`src/rtl/instr_fetch_queue.sv`:
```
// Instruction fetch queue: DEPTH-entry FIFO between fetch and decode.
// Carries pc, instr and a misaligned flag. Reset and flush clear the pointers and count, not the storage.
module instr_fetch_queue #(
    parameter int DEPTH = 4,
    parameter int AW    = 2
) (
    input  logic          clk,
    input  logic          reset,
    input  logic          in_valid,
    output logic          in_ready,
    input  logic [31:0]   in_pc,
    input  logic [31:0]   in_instr,
    output logic          out_valid,
    input  logic          out_ready,
    output logic [31:0]   out_pc,
    output logic [31:0]   out_instr,
    output logic          out_misaligned,
    input  logic          flush,
    output logic [AW:0]   count
);

    localparam logic [AW:0] FULL_CNT = (AW+1)'(DEPTH);

    logic [31:0]   pc_q    [DEPTH];
    logic [31:0]   instr_q [DEPTH];
    logic          mis_q   [DEPTH];

    logic [AW-1:0] wr_ptr_q, wr_ptr_d;
    logic [AW-1:0] rd_ptr_q, rd_ptr_d;
    logic [AW:0]   count_q, count_d;
    logic          push, pop;

    // Both handshakes are gated by flush and reset, so neither can move state in those cycles.
    assign in_ready  = (count_q != FULL_CNT) && !flush && !reset;
    assign out_valid = (count_q != '0) && !flush && !reset;
    assign push      = in_valid && in_ready;
    assign pop       = out_valid && out_ready;

    assign out_pc         = pc_q[rd_ptr_q];
    assign out_instr      = instr_q[rd_ptr_q];
    assign out_misaligned = mis_q[rd_ptr_q];
    assign count          = count_q;

    always_comb begin
        wr_ptr_d = wr_ptr_q;
        rd_ptr_d = rd_ptr_q;
        count_d  = count_q;
        if (flush) begin
            wr_ptr_d = '0;
            rd_ptr_d = '0;
            count_d  = '0;
        end else begin
            if (push) wr_ptr_d = wr_ptr_q + AW'(1);
            if (pop)  rd_ptr_d = rd_ptr_q + AW'(1);
            case ({push, pop})
                2'b10:   count_d = count_q + (AW+1)'(1);
                2'b01:   count_d = count_q - (AW+1)'(1);
                default: count_d = count_q;
            endcase
        end
    end

    always_ff @(posedge clk) begin
        if (reset) begin
            wr_ptr_q <= '0;
            rd_ptr_q <= '0;
            count_q  <= '0;
        end else begin
            wr_ptr_q <= wr_ptr_d;
            rd_ptr_q <= rd_ptr_d;
            count_q  <= count_d;
        end
    end

    always_ff @(posedge clk) begin
        if (push) begin
            pc_q[wr_ptr_q]    <= in_pc;
            instr_q[wr_ptr_q] <= in_instr;
            mis_q[wr_ptr_q]   <= |in_pc[1:0];
        end
    end

endmodule
```
`config.mk`:
```
export PLATFORM = sky130hd
export DESIGN_NAME = instr_fetch_queue
export DESIGN_NICKNAME = d
export VERILOG_FILES = /design/src/rtl/instr_fetch_queue.sv
export SDC_FILE = /design/constraint.sdc
export NUM_CORES = 1
export LEC_CHECK = 0
export BUFFER_PORTS_ARGS = -buffer_cell sky130_fd_sc_hd__clkbuf_2
export CAP_MARGIN = 0
export CORE_MARGIN = 5
export CORE_UTILIZATION = 45
export CTS_BUF_LIST = sky130_fd_sc_hd__clkbuf_4 sky130_fd_sc_hd__clkbuf_8
export DETAILED_ROUTE_END_ITERATION = 6
export HOLD_SLACK_MARGIN = 0.02
export PLACE_DENSITY_LB_ADDON = 0.15
export SYNTH_ARGS = -nofsm -noshare
export SYNTH_HDL_FRONTEND = slang
export SYNTH_SLANG_ARGS = --single-unit
```
`constraint.sdc`:
```
create_clock -name clk -period 5.78 [get_ports clk]
set_clock_uncertainty 0.2 [all_clocks]
set_input_delay 0.289 -clock clk [delete_from_list [all_inputs] [get_ports clk]]
set_output_delay 0.289 -clock clk [all_outputs]
set_load 0.03 [all_outputs]
```
==> flow_summary.yaml, run 1 <==
grt:
  gr-usage-met3_pct: 4.483
  vias_in_the_first_global_route: 5369
  antenna_found_initial: 0
  grt_max_degree: 66
  grt_most_used_layer: "met2"
  grt_util_all_layers_pct: 15.18
  grt_first_pass_wirelength_um: 29050
  met2_usage_pct: 25.23
  met1_usage_pct: 19.31
  globalRouteOverflowTotal: 0
synthesis:
  ys_seq_area_share_pct: 80.78
  synth_cells: 395
  yosys_register_bits: 269
  synth.top_cells.by_area: "edfxtp_1 (79%), mux4_2 (15%), dfxtp_1 (1.8%)"
  yosysTopAreaCellShare_pct: 78.96
  synthesis.area_per_instance_um2: 25.03
  synthesis.yosys.warnings: 0
  post-synth-top-area-cell: "edfxtp_1"
  yosys.cell_types.count: 27
  synthesis.area_um2: 9888
  synth.net_count: 470
floorplan:
  rows: 54
  pin_count: 139
  initial_utilization_pct: 45.45
  die_h_um: 158.2
  dieArea_um2: 25040
  floorplan.core_area_um2: 21760
  die_width_um: 158.2
clock_tree:
  htree_num_levels: 2
  cts_buf_count: 44
  numClockSinks: 269
  clock_pin_slew_of_the_registers_on_the_worst_case_setup_and_hold_paths_ns: 0.06
  library_cell_used_as_clock_root_buffer: "clkbuf_8"
  tritoncts: "yes"
  cts_max_path_buffers: 3
  cts_resized: 0
  insertion_delay_ns: 0.53
placed_design:
  hpwlAfterDp_um: 10130
  io_buffers: 138
  place_congestion: 0.6940
power_and_ir_drop:
  clock_power_share_pct: 40.6
  power_frac_seq_pct: 55.2
  power.switching_w: 0.0007819
  report.power.total_w: 0.003923
  max-vdd-ir-drop_uv: 210.6
  power.combinational.fraction_pct: 4.1
  switching_share_pct: 19.93
  leakagePower_nw: 4.205
  power_report.internal_total_w: 0.003141
  power_density_nw_per_um2: 316.3
sta:
  finalSetupTns_ns: 0
  grt_setup_unrepaired: "false"
  hold_slack_ns: 0.08093
  worst_pin_slew_ns: 1.074
  fmax_mhz: 302.9
  finalHoldViolations: 0
  slew_headroom_pct: 28.41
  final_max_slew_viol_count: 0
  setup_violations: 0
  finalCriticalPeriod_ns: 3.302
  final.period_utilization_pct: 57.12
drt:
  vias_per_cell: 5.105
  final_antenna_net_count: 0
  wl_per_cell_um: 19.70
  drt_pass1_iterations: 7
  drt-initial-drc-count: 229
  route.detailed.drc: 0
  route.vias.total: 4814
  wirelength_um: 18580
layout:
  layout.cells.most_common_list: "edfxtp_1 (260), clkbuf_2 (138), dlygate4sd3_1 (69)"
  finalNetCount: 709
  antenna_cells_inserted: 0
  layout-drive-gt1-share_pct: 43.74
  areaGrowthSynthToFinish_pct: 25.42
  multiInputGateArea_um2: 1783
  regArea_um2: 7995
  layout_commonest_cell: "edfxtp_1"
  number_of_fill_cells_in_the_layout: 1646
worst_setup_path:
  path_class: "flip-flop to primary output"
  kind_of_end_point_of_the_critical_path: "primary output"
  timing.critical_path.arrival_ns: 2.81
  timing.critical_path.from_type: "flip-flop"
  cp_max_fo: 44
  timing.critical_path.required_ns: 5.29
job:
  max_cap_violations: 0
hold_path:
  timing.hold.worst.class: "primary input to flip-flop"
status:
  status: "complete, no violations"
==> cells in the mapped netlist (all sizes together) <==
cell / instances
mux2i: 1
edfxtp: 260
xor2: 4
nand2: 1
or3: 1
nor3b: 1
mux4: 65
clkbuf: 2
or3b: 1
buf: 13
a21oi: 2
ha: 5
inv: 6
and2: 2
fa: 1
and3: 4
dfxtp: 9
o311ai: 1
nand3: 1
nor3: 1
o31ai: 2
o21ai: 1
nor2: 9
or2: 2
==> metal layers <==
metal | up-vias | routed length, um
li1 | 2167 | -
met1 | 2473 | 7616
met2 | 136 | 9318
met3 | 38 | 1246
met4 | 0 | 399
met5 | - | 0
==> power groups by stage <==
stage / sequential [W] / combinational (W) / clock [W]
after floorplan: 0.00221 / 0.0000643 / 0
after global placement: 0.00221 / 0.000121 / 0
after detailed placement: 0.00221 / 0.000127 / 0
after CTS: 0.00217 / 0.000165 / 0.00164
after global routing: 0.00217 / 0.000176 / 0.00174
final: 0.00217 / 0.000163 / 0.00159
==> cell type report <==
cell class,count,area share [%]
Timing Repair Buffer,208,11.20
Clock inverter,6,0.2522
Tap cell,280,2.825
Clock buffer,69,6.699
Inverter,6,0.1816
Multi-Input combinational cell,105,14.38
Sequential cell,269,64.47
==> worst paths after layout <==
kind	to	startpoint	cells after the start	slack, ns
setup / recovery	out_instr[4]	flip-flop	3	2.48
hold / removal	wr_ptr_q[1]	in_valid	4	0.08
setup reg to reg	count[2]	count[2]	9	2.99
hold reg to reg	wr_ptr_q[0]	wr_ptr_q[0]	2	0.32
==> logic make-up (layout without fill, tap and decap cells) <==
group / after synthesis / in the layout / share of synthesized area (%)
buf+inv: 21 / 289 / 1.341
xor+xnor: 4 / 4 / 0.3543
fa+ha+maj: 6 / 6 / 0.8351
simple gates: 23 / 23 / 1.341
mux: 66 / 66 / 14.91
flops: 269 / 269 / 80.78
compound gates: 6 / 6 / 0.4428
==> sequential cells by signal (all words and copies together) (netlist names), named ones only <==
| signal | cells |
|---|---|
| count | 3 |
| instr_q | 128 |
| mis_q | 4 |
| pc_q | 128 |
| rd_ptr_q | 2 |
| wr_ptr_q | 2 |
==> worst max-delay path, stage by stage, from the launching register on <==
cell,delay (ns)
dfxtp_4,0.93
buf_4,0.55
mux4_2,0.58
clkbuf_2,0.21
==> what timing repair did <==
item                                   CTS  global route
setup buffers                            0             0
endpoints found under the hold margin  269             0
hold buffers                            69             0
==> per-stage QoR <==
stage	cells	cell area (um2)	utilization, %	setup slack (ns)
6_report	943	12400	57.00	2.478
5_1_grt	943	12400	57.00	2.140
4_1_cts	943	12400	57.00	2.279
3_5_place_dp	799	10850	49.87	2.867
3_3_place_gp	799	10850	49.87	2.875
2_1_floorplan	395	9888	-	3.062
Note: power is estimated with default switching activity, not from simulation.
==> inputs of run 2 (changes only) <==
Clock period 5.78 ns to 2.73 ns, I/O delays scaled along.
==> run 2 against run 1 <==
  * Cell area grew 1.3%
  * Cell count grew 1.8%
  * Setup slack lost 2.4 ns
  * Critical endpoint is now count[2]
  * Non-clock buffer count grew 16
  * Critical path type is now flip-flop to flip-flop
  * Clock power grew 96%
==> flow_summary.yaml, run 2 (synthesized netlist as in run 1, its figures left out) <==
placed_design:
  placedInstanceArea_um2: 11050
  place_congestion: 0.7717
  hpwlAfterDp_um: 10840
  post-place-cells: 812
  io_buffers: 138
worst_setup_path:
  timing.critical_path.mode_cell: "inv_1"
  regToRegSetupSlack_ns: 0.09
  timing.critical_path.from_type: "flip-flop"
  reg2reg_from: "count[1]"
  path_class: "flip-flop to flip-flop"
  worst_path_dominant_cell_family: "simple AND/OR/NAND/NOR gates"
  crit_path_cell_trace: "or3b_4, and2_4, inv_1, ha_1, inv_1, fa_1, xor2_1, or3_2, a21oi_1"
  cpPeakStageDelay_ns: 0.44
  timing.critical_path.arrival_ns: 2.87
  worst_setup_path_startpoint: "count[1]"
  cp_max_fo: 7
  critical-path-slowest-cell: "or3b_4"
  kind_of_end_point_of_the_critical_path: "flip-flop"
  timing.critical_path.required_ns: 2.97
  crit_buf_inv: 2
floorplan:
  floorplan.core_area_um2: 21760
  die_width_um: 158.2
  initial_utilization_pct: 45.45
  pin_count: 139
  rows: 54
  dieArea_um2: 25040
  die_h_um: 158.2
power_and_ir_drop:
  power_frac_seq_pct: 56.8
  power_report.internal_total_w: 0.006434
  switching_share_pct: 20.21
  power.combinational.fraction_pct: 4.4
  power_density_nw_per_um2: 642.0
  leakagePower_nw: 4.272
  max-vdd-ir-drop_uv: 400.7
  power.switching_w: 0.001630
  clock_power_share_pct: 38.7
clock_tree:
  numClockSinks: 269
  tritoncts: "yes"
  cts_buf_count: 43
  htree_num_levels: 2
  insertion_delay_ns: 0.52
  library_cell_used_as_clock_root_buffer: "clkbuf_8"
  cts_max_path_buffers: 3
  clock_pin_slew_of_the_registers_on_the_worst_case_setup_and_hold_paths_ns: 0.06
sta:
  fmax_mhz: 379.2
  setup_violations: 0
  finalHoldViolations: 0
  slew_headroom_pct: 66.61
  finalCriticalPeriod_ns: 2.637
  final.period_utilization_pct: 96.61
  worst_pin_slew_ns: 0.5009
  final_max_slew_viol_count: 0
drt:
  vias_per_cell: 5.072
  final_antenna_net_count: 0
  drt_pass1_iterations: 4
  wirelength_um: 18740
  route.vias.total: 4869
  route.detailed.drc: 0
  drt-initial-drc-count: 190
  wl_per_cell_um: 19.53
layout:
  layout_commonest_cell: "edfxtp_1"
  number_of_fill_cells_in_the_layout: 1666
  reg.largest.list: "instr_q x128, pc_q x128, mis_q x4"
  layout.cells.non_filler: 960
  layout.cells.most_common_list: "edfxtp_1 (260), clkbuf_2 (138), dlygate4sd3_1 (71)"
  areaGrowthSynthToFinish_pct: 27.01
  antenna_cells_inserted: 0
  finalNetCount: 724
  postLayoutCellArea_um2: 12560
  multiInputGateArea_um2: 1783
  layout-drive-gt1-share_pct: 43.68
  regArea_um2: 7998
job:
  max_cap_violations: 0
hold_path:
  timing.hold.worst.class: "primary input to flip-flop"
  hp-start: "in_instr[13]"
grt:
  grt_util_all_layers_pct: 15.26
  globalRouteOverflowTotal: 0
  antenna_found_initial: 0
  vias_in_the_first_global_route: 5273
  grt_max_degree: 66
  grt_first_pass_wirelength_um: 29000
status:
  status: "complete, no violations"
## run 2: changes by cell type in the layout (fill, tap and decap cells not counted)
cell,delta
buf_4,+6
clkinv_1,+10
clkbuf_8,-5
buf_12,+8
dfxtp_1,-2
dfxtp_2,+2
clkinv_2,+3
dlygate4sd3_1,+2
inv_6,-1
clkbuf_4,-6
## run 2: metrics by stage
| step | setup slack (ns) | power (W) | hold slack, ns | setup TNS (ns) | utilization [%] |
|---|---|---|---|---|---|
| after floorplan | 0.01174 | 0.004807 | 0.03537 | 0 | - |
| after global placement | 0.1344 | 0.004933 | 0.1479 | 0 | 50.78 |
| after detailed placement | 0.04715 | 0.004946 | 0.1574 | 0 | 50.78 |
| after CTS | 0.02765 | 0.008184 | 0.1318 | 0 | 57.68 |
| after global routing | -0.005848 | 0.008417 | 0.1422 | -0.005848 | 57.73 |
| final | 0.09264 | 0.008064 | 0.1766 | 0 | 57.73 |
## run 2: final timing paths
path / endpoint / depth (start not counted)
setup / recovery: count[2] / 9
hold / removal: instr_q[0][13] / 2
setup reg to reg: count[2] / 9
hold reg to reg: count[2] / 2
## run 2: timing repair
action,CTS,global route
hold endpoints to repair,269,0
gates resized for setup,0,2
hold buffers,71,0
setup endpoints to repair,0,1
setup buffers,0,1
## run 2: area by class of cell
cell class	count	area share [%]
inverter	6	0.1793
clock buffer	58	5.708
clock inverter	18	0.5977
timing repair buffer	224	12.85
multi-input combinational	105	14.20
sequential	269	63.68
tap	280	2.789
## run 2: power groups by stage
stage / combinational, W / clock (W) / sequential (W)
global route: 0.000384 / 0.00345 / 0.00458
CTS: 0.000362 / 0.00324 / 0.00458
detailed placement: 0.000278 / 0 / 0.00467
global placement: 0.000268 / 0 / 0.00467
floorplan: 0.000136 / 0 / 0.00467
finish: 0.000357 / 0.00312 / 0.00458
## run 2: routing by layer
metal	GRT usage (%)	vias up	wire length (um)
met3	4.128	30	1184
met1	19.73	2508	7716
met4	4.671	0	340
met2	25.51	136	9504
met5	0	-	0
li1	-	2195	-
==> inputs of run 3 (changes only) <==
Settings changed: CORE_MARGIN 5 to not set, REMOVE_ABC_BUFFERS set to 1.
==> run 3 against run 2 <==
  * Maximum frequency down 1.3%
  * Clock power grew 3%
  * Die area down 9.9%
  * Sequential power about the same
  * Combinational power about the same
  * Cell count shrank 0.42%
  * Via count up 0.47%
  * Critical endpoint unchanged
  * Critical path type unchanged
  * Global-route usage up 1.5 points
  * Critical path depth did not move
  * Core utilization is 1.2 points higher
  * Worst hold slack worse by 0.011 ns
==> flow_summary.yaml, run 3 (synthesized netlist as in run 1, its figures left out) <==
floorplan:
  floorplan.core_area_um2: 21290
  initial_utilization_pct: 46.45
  die_h_um: 150.2
  rows: 53
  pin_count: 139
  die_width_um: 150.2
  dieArea_um2: 22570
layout:
  regArea_um2: 7998
  reg.largest.list: "instr_q x128, pc_q x128, mis_q x4"
  areaGrowthSynthToFinish_pct: 26.90
  number_of_fill_cells_in_the_layout: 1609
  finalNetCount: 725
  antenna_cells_inserted: 0
  multiInputGateArea_um2: 1783
  layout.cells.non_filler: 956
  layout.cells.most_common_list: "edfxtp_1 (260), clkbuf_2 (138), dlygate4sd3_1 (71)"
  layout-drive-gt1-share_pct: 42.88
  postLayoutCellArea_um2: 12550
  layout_commonest_cell: "edfxtp_1"
sta:
  final.period_utilization_pct: 97.92
  finalHoldViolations: 0
  finalCriticalPeriod_ns: 2.673
  fmax_mhz: 374.1
  final_max_slew_viol_count: 0
  grt_setup_unrepaired: "false"
  worst_pin_slew_ns: 0.4653
  slew_headroom_pct: 68.98
  setup_violations: 0
worst_setup_path:
  cp_max_fo: 7
  critical-path-slowest-cell: "or3b_4"
  timing.critical_path.from_type: "flip-flop"
  kind_of_end_point_of_the_critical_path: "flip-flop"
  regToRegSetupSlack_ns: 0.06
  timing.critical_path.arrival_ns: 2.93
  timing.critical_path.required_ns: 2.98
  timing.critical_path.mode_cell: "inv_1"
  crit_buf_inv: 2
  crit_path_cell_trace: "or3b_4, and2_4, inv_1, ha_1, inv_1, fa_1, xor2_1, or3_2, a21oi_1"
  path_class: "flip-flop to flip-flop"
  worst_path_dominant_cell_family: "simple AND/OR/NAND/NOR gates"
  cpPeakStageDelay_ns: 0.42
grt:
  grt_first_pass_wirelength_um: 27920
  globalRouteOverflowTotal: 0
  vias_in_the_first_global_route: 5257
  grt_max_degree: 37
  antenna_found_initial: 0
  grt_util_all_layers_pct: 16.73
status:
  status: "complete, no violations"
power_and_ir_drop:
  power_density_nw_per_um2: 648.5
  max-vdd-ir-drop_uv: 420.0
  leakagePower_nw: 4.267
clock_tree:
  insertion_delay_ns: 0.54
  clock_pin_slew_of_the_registers_on_the_worst_case_setup_and_hold_paths_ns: 0.06
  tritoncts: "yes"
  cts_buf_count: 43
  numClockSinks: 269
  library_cell_used_as_clock_root_buffer: "clkbuf_8"
  cts_max_path_buffers: 3
  htree_num_levels: 2
drt:
  drt-initial-drc-count: 203
  drt_pass1_iterations: 4
  wl_per_cell_um: 19.04
  vias_per_cell: 5.117
  wirelength_um: 18200
  final_antenna_net_count: 0
  route.vias.total: 4892
  route.detailed.drc: 0
placed_design:
  io_buffers: 138
  place_congestion: 0.7369
  hpwlAfterDp_um: 10720
  post-place-cells: 808
  placedInstanceArea_um2: 11020
hold_path:
  timing.hold.worst.class: "primary input to flip-flop"
job:
  max_cap_violations: 0
[run 3: repair_timing]
action | 4_1_cts | 5_1_grt
setup endpoints to repair | 0 | 1
resized for setup | 0 | 2
hold buffers | 71 | 0
setup buffers | 0 | 1
hold endpoints to repair | 269 | 0
[run 3: worst register-to-register path: cells and delay by family, from the launching register on]
kind                       cells  cell delay [ns]
AOI/OAI and AO/OA              1             0.16
xor gates and xnor gates       1             0.17
adders and majority gates      2             0.56
buffers and inverters          2             0.12
DFF                            1             0.39
and+or+nand+nor                3             0.99
[run 3: metal layers]
metal | vias up | global-route usage [%] | routed length (um)
met4 | 0 | 5.455 | 361
met1 | 2505 | 21.43 | 7602
li1 | 2206 | - | -
met5 | - | 0 | 0
met3 | 29 | 4.091 | 1041
met2 | 152 | 28.10 | 9199
[run 3: worst paths after layout]
check              start             to  cells after the start
min reg2reg  rd_ptr_q[1]      flip-flop                      2
min          in_instr[6]  instr_q[2][6]                      2
max reg2reg     count[0]       count[2]                      9
max             count[0]       count[2]                      9
[run 3: power by group]
part | leakage, nW | switching, W | internal [W]
clock | 0.420 | 0.00144 | 0.00176
sequential | 2.42 | 0.0000114 | 0.00457
combinational | 1.42 | 0.000189 | 0.000165
[run 3: cell type report]
class                   count  area share (%)
well taps                 275           2.742
clock inverters            20          0.8176
repair buffers            225           12.72
clock buffers              56           5.594
flip-flops and latches    269           63.74
multi-input cells         105           14.21
inverters                   6          0.1795
[run 3: through the flow]
| stage | total power [W] | TNS, ns | utilization, % | hold slack [ns] | setup WS, ns |
|---|---|---|---|---|---|
| after global placement | 0.004934 | 0 | 51.78 | 0.1497 | 0.1351 |
| after detailed placement | 0.004945 | 0 | 51.78 | 0.1576 | 0.02771 |
| final | 0.008138 | 0 | 58.95 | 0.1652 | 0.05670 |
| after CTS | 0.008247 | 0 | 58.90 | 0.1204 | 0.002157 |
| after global routing | 0.008450 | 0 | 58.95 | 0.1396 | 0.002279 |
| after floorplan | 0.004805 | -73.76 | - | 0.03537 | -1.135 |
